[config.mk]
export PLATFORM = sky130hd
export DESIGN_NAME = pc_fetch_ctrl
export DESIGN_NICKNAME = d
export VERILOG_FILES = /design/src/rtl/pc_ctrl_pkg.sv /design/src/rtl/pc_redirect_arb.sv /design/src/rtl/pc_fetch_ctrl.sv
export SDC_FILE = /design/constraint.sdc
export NUM_CORES = 1
export LEC_CHECK = 0
export ABC_AREA = 0
export BUFFER_PORTS_ARGS = -buffer_cell sky130_fd_sc_hd__buf_4
export CAP_MARGIN = 20
export CORE_MARGIN = 3
export CORE_UTILIZATION = 54
export CTS_CLUSTER_SIZE = 25
export DETAILED_ROUTE_END_ITERATION = 12
export PLACE_DENSITY = 0.9
export SYNTH_ARGS = -nofsm -noshare
export SYNTH_HDL_FRONTEND = slang
export SYNTH_SLANG_ARGS = --single-unit
[constraint.sdc]
create_clock -name clk -period 3.05 [get_ports clk]
set_input_delay 0.1525 -clock clk [delete_from_list [all_inputs] [get_ports clk]]
set_output_delay 0.1525 -clock clk [all_outputs]
set_load 0.01 [all_outputs]
[src/rtl/pc_ctrl_pkg.sv]
// Shared types and constants for the fetch PC controller and its redirect arbiter.
package pc_ctrl_pkg;

  typedef enum logic [1:0] {
    RUN   = 2'd0,
    PEND  = 2'd1,
    SLEEP = 2'd2
  } pc_state_e;

  typedef enum logic [1:0] {
    NONE = 2'd0,
    CSR  = 2'd1,
    EXE  = 2'd2
  } redir_src_e;

  localparam int unsigned PC_INC = 4;

endpackage

[src/rtl/pc_redirect_arb.sv]
// Combinational CSR-over-EXE redirect priority select; targets are forced word aligned.
module pc_redirect_arb
  import pc_ctrl_pkg::*;
#(
  parameter int unsigned XLEN = 32
) (
  input  logic            csr_req_i,
  input  logic [XLEN-1:0] csr_pc_i,
  input  logic            exe_req_i,
  input  logic [XLEN-1:0] exe_pc_i,
  input  logic            exe_en_i,
  output logic            redir_vld_o,
  output redir_src_e      redir_src_o,
  output logic [XLEN-1:0] redir_pc_o
);

  localparam logic [XLEN-1:0] ALIGN_MASK = {{(XLEN-2){1'b1}}, 2'b00};

  always_comb begin
    redir_vld_o = 1'b0;
    redir_src_o = NONE;
    redir_pc_o  = '0;
    if (csr_req_i) begin
      redir_vld_o = 1'b1;
      redir_src_o = CSR;
      redir_pc_o  = csr_pc_i & ALIGN_MASK;
    end else if (exe_req_i && exe_en_i) begin
      redir_vld_o = 1'b1;
      redir_src_o = EXE;
      redir_pc_o  = exe_pc_i & ALIGN_MASK;
    end
  end

endmodule

[src/rtl/pc_fetch_ctrl.sv]
// Fetch PC owner: sequential advance, CSR/EXE redirects, stall-time redirect buffering, WFI parking.
// Optional PC_FETCH_CTRL_PERF_EN adds redirect_cnt / sleep_cycles counters.
module pc_fetch_ctrl
  import pc_ctrl_pkg::*;
#(
  parameter int unsigned     XLEN         = 32,
  parameter logic [XLEN-1:0] RESET_VECTOR = '0
) (
  input  logic            clk,
  input  logic            rst,
  input  logic            csr_new_pc_req,
  input  logic [XLEN-1:0] csr_new_pc,
  input  logic            exe_new_pc_req,
  input  logic [XLEN-1:0] exe_new_pc,
  input  logic            wfi_req,
  input  logic            irq_pending,
  input  logic            fetch_ready,
  output logic            fetch_valid,
  output logic [XLEN-1:0] pc_ff,
  output logic            flush,
  output logic            wfi_sleep
`ifdef PC_FETCH_CTRL_PERF_EN
  ,
  output logic [31:0]     redirect_cnt,
  output logic [31:0]     sleep_cycles
`endif
);

  pc_state_e       state_q, state_d;
  logic [XLEN-1:0] pc_q, pc_d;
  logic [XLEN-1:0] pend_pc_q, pend_pc_d;
  redir_src_e      pend_src_q, pend_src_d;

  logic            redir_vld;
  redir_src_e      redir_src;
  logic [XLEN-1:0] redir_pc;
  logic            exe_en;
  logic            redir_apply;

  // A buffered CSR target must not be displaced by a younger EXE redirect.
  assign exe_en = (state_q == RUN) || ((state_q == PEND) && (pend_src_q == EXE));

  pc_redirect_arb #(.XLEN(XLEN)) u_arb (
    .csr_req_i   (csr_new_pc_req),
    .csr_pc_i    (csr_new_pc),
    .exe_req_i   (exe_new_pc_req),
    .exe_pc_i    (exe_new_pc),
    .exe_en_i    (exe_en),
    .redir_vld_o (redir_vld),
    .redir_src_o (redir_src),
    .redir_pc_o  (redir_pc)
  );

  always_comb begin
    state_d     = state_q;
    pc_d        = pc_q;
    pend_pc_d   = pend_pc_q;
    pend_src_d  = pend_src_q;
    fetch_valid = 1'b0;
    flush       = 1'b0;
    wfi_sleep   = 1'b0;
    redir_apply = 1'b0;
    if (!rst) begin
      unique case (state_q)
        RUN: begin
          if (redir_vld) begin
            flush = 1'b1;
            if (fetch_ready) begin
              pc_d        = redir_pc;
              redir_apply = 1'b1;
            end else begin
              pend_pc_d  = redir_pc;
              pend_src_d = redir_src;
              state_d    = PEND;
            end
          end else if (wfi_req) begin
            flush   = 1'b1;
            state_d = SLEEP;
          end else begin
            fetch_valid = 1'b1;
            if (fetch_ready) pc_d = pc_q + XLEN'(PC_INC);
          end
        end
        PEND: begin
          flush = redir_vld;
          if (redir_vld) begin
            pend_pc_d  = redir_pc;
            pend_src_d = redir_src;
          end
          if (fetch_ready) begin
            pc_d        = redir_vld ? redir_pc : pend_pc_q;
            pend_src_d  = NONE;
            state_d     = RUN;
            redir_apply = 1'b1;
          end
        end
        SLEEP: begin
          wfi_sleep = 1'b1;
          if (redir_vld) begin
            flush       = 1'b1;
            pc_d        = redir_pc;
            state_d     = RUN;
            redir_apply = 1'b1;
          end else if (irq_pending) begin
            pc_d    = pc_q + XLEN'(PC_INC);
            state_d = RUN;
          end
        end
        default: state_d = RUN;
      endcase
    end
  end

  always_ff @(posedge clk) begin
    if (rst) begin
      state_q    <= RUN;
      pc_q       <= RESET_VECTOR;
      pend_pc_q  <= '0;
      pend_src_q <= NONE;
    end else begin
      state_q    <= state_d;
      pc_q       <= pc_d;
      pend_pc_q  <= pend_pc_d;
      pend_src_q <= pend_src_d;
    end
  end

  assign pc_ff = pc_q;

`ifdef PC_FETCH_CTRL_PERF_EN
  logic [31:0] redirect_cnt_q, sleep_cycles_q;

  always_ff @(posedge clk) begin
    if (rst) begin
      redirect_cnt_q <= '0;
      sleep_cycles_q <= '0;
    end else begin
      if (redir_apply) redirect_cnt_q <= redirect_cnt_q + 32'd1;
      if (state_q == SLEEP) sleep_cycles_q <= sleep_cycles_q + 32'd1;
    end
  end

  assign redirect_cnt = redirect_cnt_q;
  assign sleep_cycles = sleep_cycles_q;
`else
  logic unused_apply;
  assign unused_apply = redir_apply;
`endif

endmodule

==> results_dict.tcl <==
set metrics [dict create \
    status "completed" \
    final_net_count 673 \
    cp-end-kind "flop" \
    fillers 582 \
    sw_frac_of_total 0.388 \
    ir_worst_vdd_mv 0.289 \
    final.setup.tns_ns 0 \
    insertion_delay_ns 0.35 \
    cts.path.max_buffers 2 \
    fin_skew_ns 0.0106 \
    placed_instances 685 \
    layout-drive-gt1-share 0.242 \
    p_leak_uw 0.00203 \
    row_count 31 \
    synth_async_sr_flop_share 0 \
    timing.fmax_ghz 0.370 \
    yosys.cell_types.count 64 \
    switching_power_total_uw 1130 \
    slowest_cell_on_crit_path "nand3_1" \
    final-seq-area_mm2 0.00136 \
    clkTransAtPathRegs_ns 0.08 \
    timing.final.crit_share 0.886 \
    detailroute.via_count 4742 \
    ys.warnings.count 0 \
    numClockSinks 68 \
    grt_pass1_vias 4432 \
    setup_repair_after_global_routing_missed_its_margin "no" \
    dr_wl_met3_um 1420 \
    actual_transition_at_the_worst_max_transition_pin_ns 0.862 \
    report.final.hold_viol_count 0 \
    place_hpwl_um 9330 \
    timing.max_cap.violations 0 \
    route.detailed.drc 0 \
    tritoncts "yes" \
    ctsRootBufferMaster "clkbuf_8" \
    syn_nets 591 \
    total_power_uw 2910 \
    globalRouteTotalUtil 0.311 \
    synth_enable_flop_cells 0 \
    synth.avg_cell_area_um2 7.97 \
    postPlaceCellArea_mm2 0.00492 \
    min_period_ns 2.70 \
    design.die.area_mm2 0.00869 \
    global_route.overflow_total 0 \
    worst_hold_path_type "in2reg" \
    area.growth.synth_to_final_pct 23.7 \
    post_synth_inst_count 515 \
    gp_congestion 0.902 \
    ctsResizeCount 0 \
    maxSlewViolCount 0 \
    instances_no_fill 699 \
    worstPathMaxFanout 12 \
    finalSetupViolCount 0 \
    dieHeight_um 93.2 \
    grt_start_max_net_pins 65 \
    fin_area_mm2 0.00508 \
    seq_power_share 0.407 \
    grt_antenna_before_repair 0 \
    port_buffers 101 \
    core_region_area_mm2 0.00733 \
    finalWirelength_um 13600 \
    drt_first_pass_iters 7 \
    register_area_share_after_synthesis 0.332 \
    timing.critical_path.slowest_cell_delay_ns 0.53 \
    wire_per_inst_um 19.4 \
    drt_first_iter_violations 568 \
    cellPowerDensity_mw_per_mm2 573 \
    worstSetupStartpointType "flop" \
    worstPathCellList "inv_1 -> ha_1 -> a21oi_1 -> nand3_1 -> nand3_1 -> nor2_1 -> a2111oi_0" \
    postRouteAntennaNets 0 \
    area_occupied_by_multi_input_gates_mm2 0.00254 \
    postSynthRegisterBits 68 \
    h_tree_lvl_count 3 \
    antennaDiodeCount 0 \
    pin_count 106 \
    timing.critical_path.arrival_ns 2.91 \
    dr.max_layer_used "met4" \
    power.share.combinational 0.371 \
    wl_met2_um 6480 \
    headroom_to_the_max_slew_limit 0.425 \
    ys_dominant_reg_cell "dfxtp_1" \
    drt-met1-wl_um 5270 \
    p_int_uw 1780 \
    syn-cell-area_mm2 0.00411 \
    clock_power_share 0.222 \
    dieWidth_um 93.2 \
    crit_top_cell "nand3_1" \
    first_pass_grt_wire_length_um 21700 \
    worst-setup-path-type "reg2reg" \
    via_per_inst 6.78 \
    post_cts_buffers 0 \
    cp.required_ns 3.26 \
    cts_inserted_buffers 9 \
    initial_utilization 0.560 \
    cts-hold-fix-buffers 0 \
]
==> state kept, by name, summed over array words and instances, names as in the netlist <==
register,flops
pend_src_q,2
state_q,2
pend_pc_q,32
pc_ff,32
==> per-layer routing <==
metal / up-vias / global-route usage
li1: 2125 / -
met1: 2233 / 0.405
met2: 322 / 0.510
met3: 62 / 0.0611
met4: 0 / 0.118
met5: - / 0
==> layout make-up <==
type / instances / share of cell area
Multi-Input combinational cell: 392 / 0.500
Sequential cell: 68 / 0.268
Timing Repair Buffer: 113 / 0.167
Clock buffer: 11 / 0.0278
Tap cell: 99 / 0.0244
Inverter: 13 / 0.00961
Clock inverter: 3 / 0.00296
==> cells in the mapped netlist (4+ instances only) <==
cell type	number	area, µm²
nor2_1	70	263
dfxtp_1	68	1360
a22oi_1	31	233
clkbuf_1	29	109
nand2_1	25	93.8
o21ai_0	21	105
a211oi_1	19	143
a21oi_1	19	95.1
a22o_1	15	131
and2_1	14	87.6
nand3_1	14	70.1
nor3_1	14	70.1
nor4_1	14	87.6
inv_1	12	45.0
buf_2	11	55.1
a31o_2	10	87.6
and3_1	10	62.6
a21o_1	7	52.6
a221oi_1	7	61.3
a311oi_1	7	61.3
and4_1	7	61.3
nand4_1	7	43.8
a2111oi_0	6	52.6
nor2b_1	6	37.5
xnor2_1	6	52.6
a2bb2oi_1	5	43.8
ha_1	5	62.6
nand2b_1	4	25.0
xor2_1	4	35.0
==> power groups by stage <==
stage | Sequential [µW] | Combinational (µW) | Clock, µW
after global placement | 1180 | 1010 | 0
after global routing | 1200 | 1170 | 678
final | 1190 | 1080 | 647
after floorplan | 1180 | 635 | 0
after detailed placement | 1190 | 1050 | 0
after CTS | 1180 | 1060 | 641
==> placed cells by master (no fill, tap or decap), types with 3 or more instances in the layout <==
cell	n
buf_4	113
nor2_1	70
dfxtp_1	68
a22oi_1	31
nand2_1	25
o21ai_0	21
a211oi_1	19
a21oi_1	18
a22o_1	15
nor3_1	14
nand3_1	14
and2_1	14
nor4_1	14
inv_1	12
and3_1	10
a31o_2	10
clkbuf_8	10
and4_1	7
a221oi_1	7
nand4_1	7
a21o_1	7
a311oi_1	7
nor2b_1	6
xnor2_1	6
a2111oi_0	6
a2bb2oi_1	5
ha_1	5
nand2b_1	4
xor2_1	4
o221ai_1	3
or3_1	3
clkinv_2	3
==> path summary, 6_finish.rpt <==
check	startpoint	to	slack, ns	cells past startpoint
max reg2reg	state_q[0]$_SDFFE_PP0P_	pc_ff[26]$_SDFFE_PP0P_	0.35	7
min reg2reg	pend_pc_q[1]$_SDFFE_PP0P_	pc_ff[1]$_SDFFE_PP0P_	0.47	2
max	state_q[0]$_SDFFE_PP0P_	pc_ff[26]$_SDFFE_PP0P_	0.35	7
min	exe_new_pc[25]	pend_pc_q[25]$_SDFFE_PP0P_	0.19	4
==> through the flow <==
step	hold slack [ns]	util	setup slack, ns
finish	0.194	0.693	0.347
global route	0.195	0.693	0.103
CTS	0.166	0.693	0.440
detailed placement	0.458	0.671	0.460
global placement	0.458	0.671	0.624
floorplan	0.359	-	0.885
==> cell families after synthesis <==
family                     Yosys count  share of synthesized area
AOI/OAI and AO/OA                  174                      0.318
xor gates and xnor gates            10                     0.0213
adders and majority gates            5                     0.0152
buffers and inverters               55                     0.0554
DFF                                 68                      0.332
muxes                                3                    0.00762
and+or+nand+nor                    200                      0.250
==> critical path, delay by kind of cell (launching register included) <==
kind                     cells  cell delay, ns
adder cells (fa/ha/maj)      1            0.34
AO/OA/AOI/OAI                2            0.83
flip-flops                   1            0.39
AND/OR/NAND/NOR              3            0.88
buffers and inverters        1            0.11
Power figures use the tool's default switching activity.
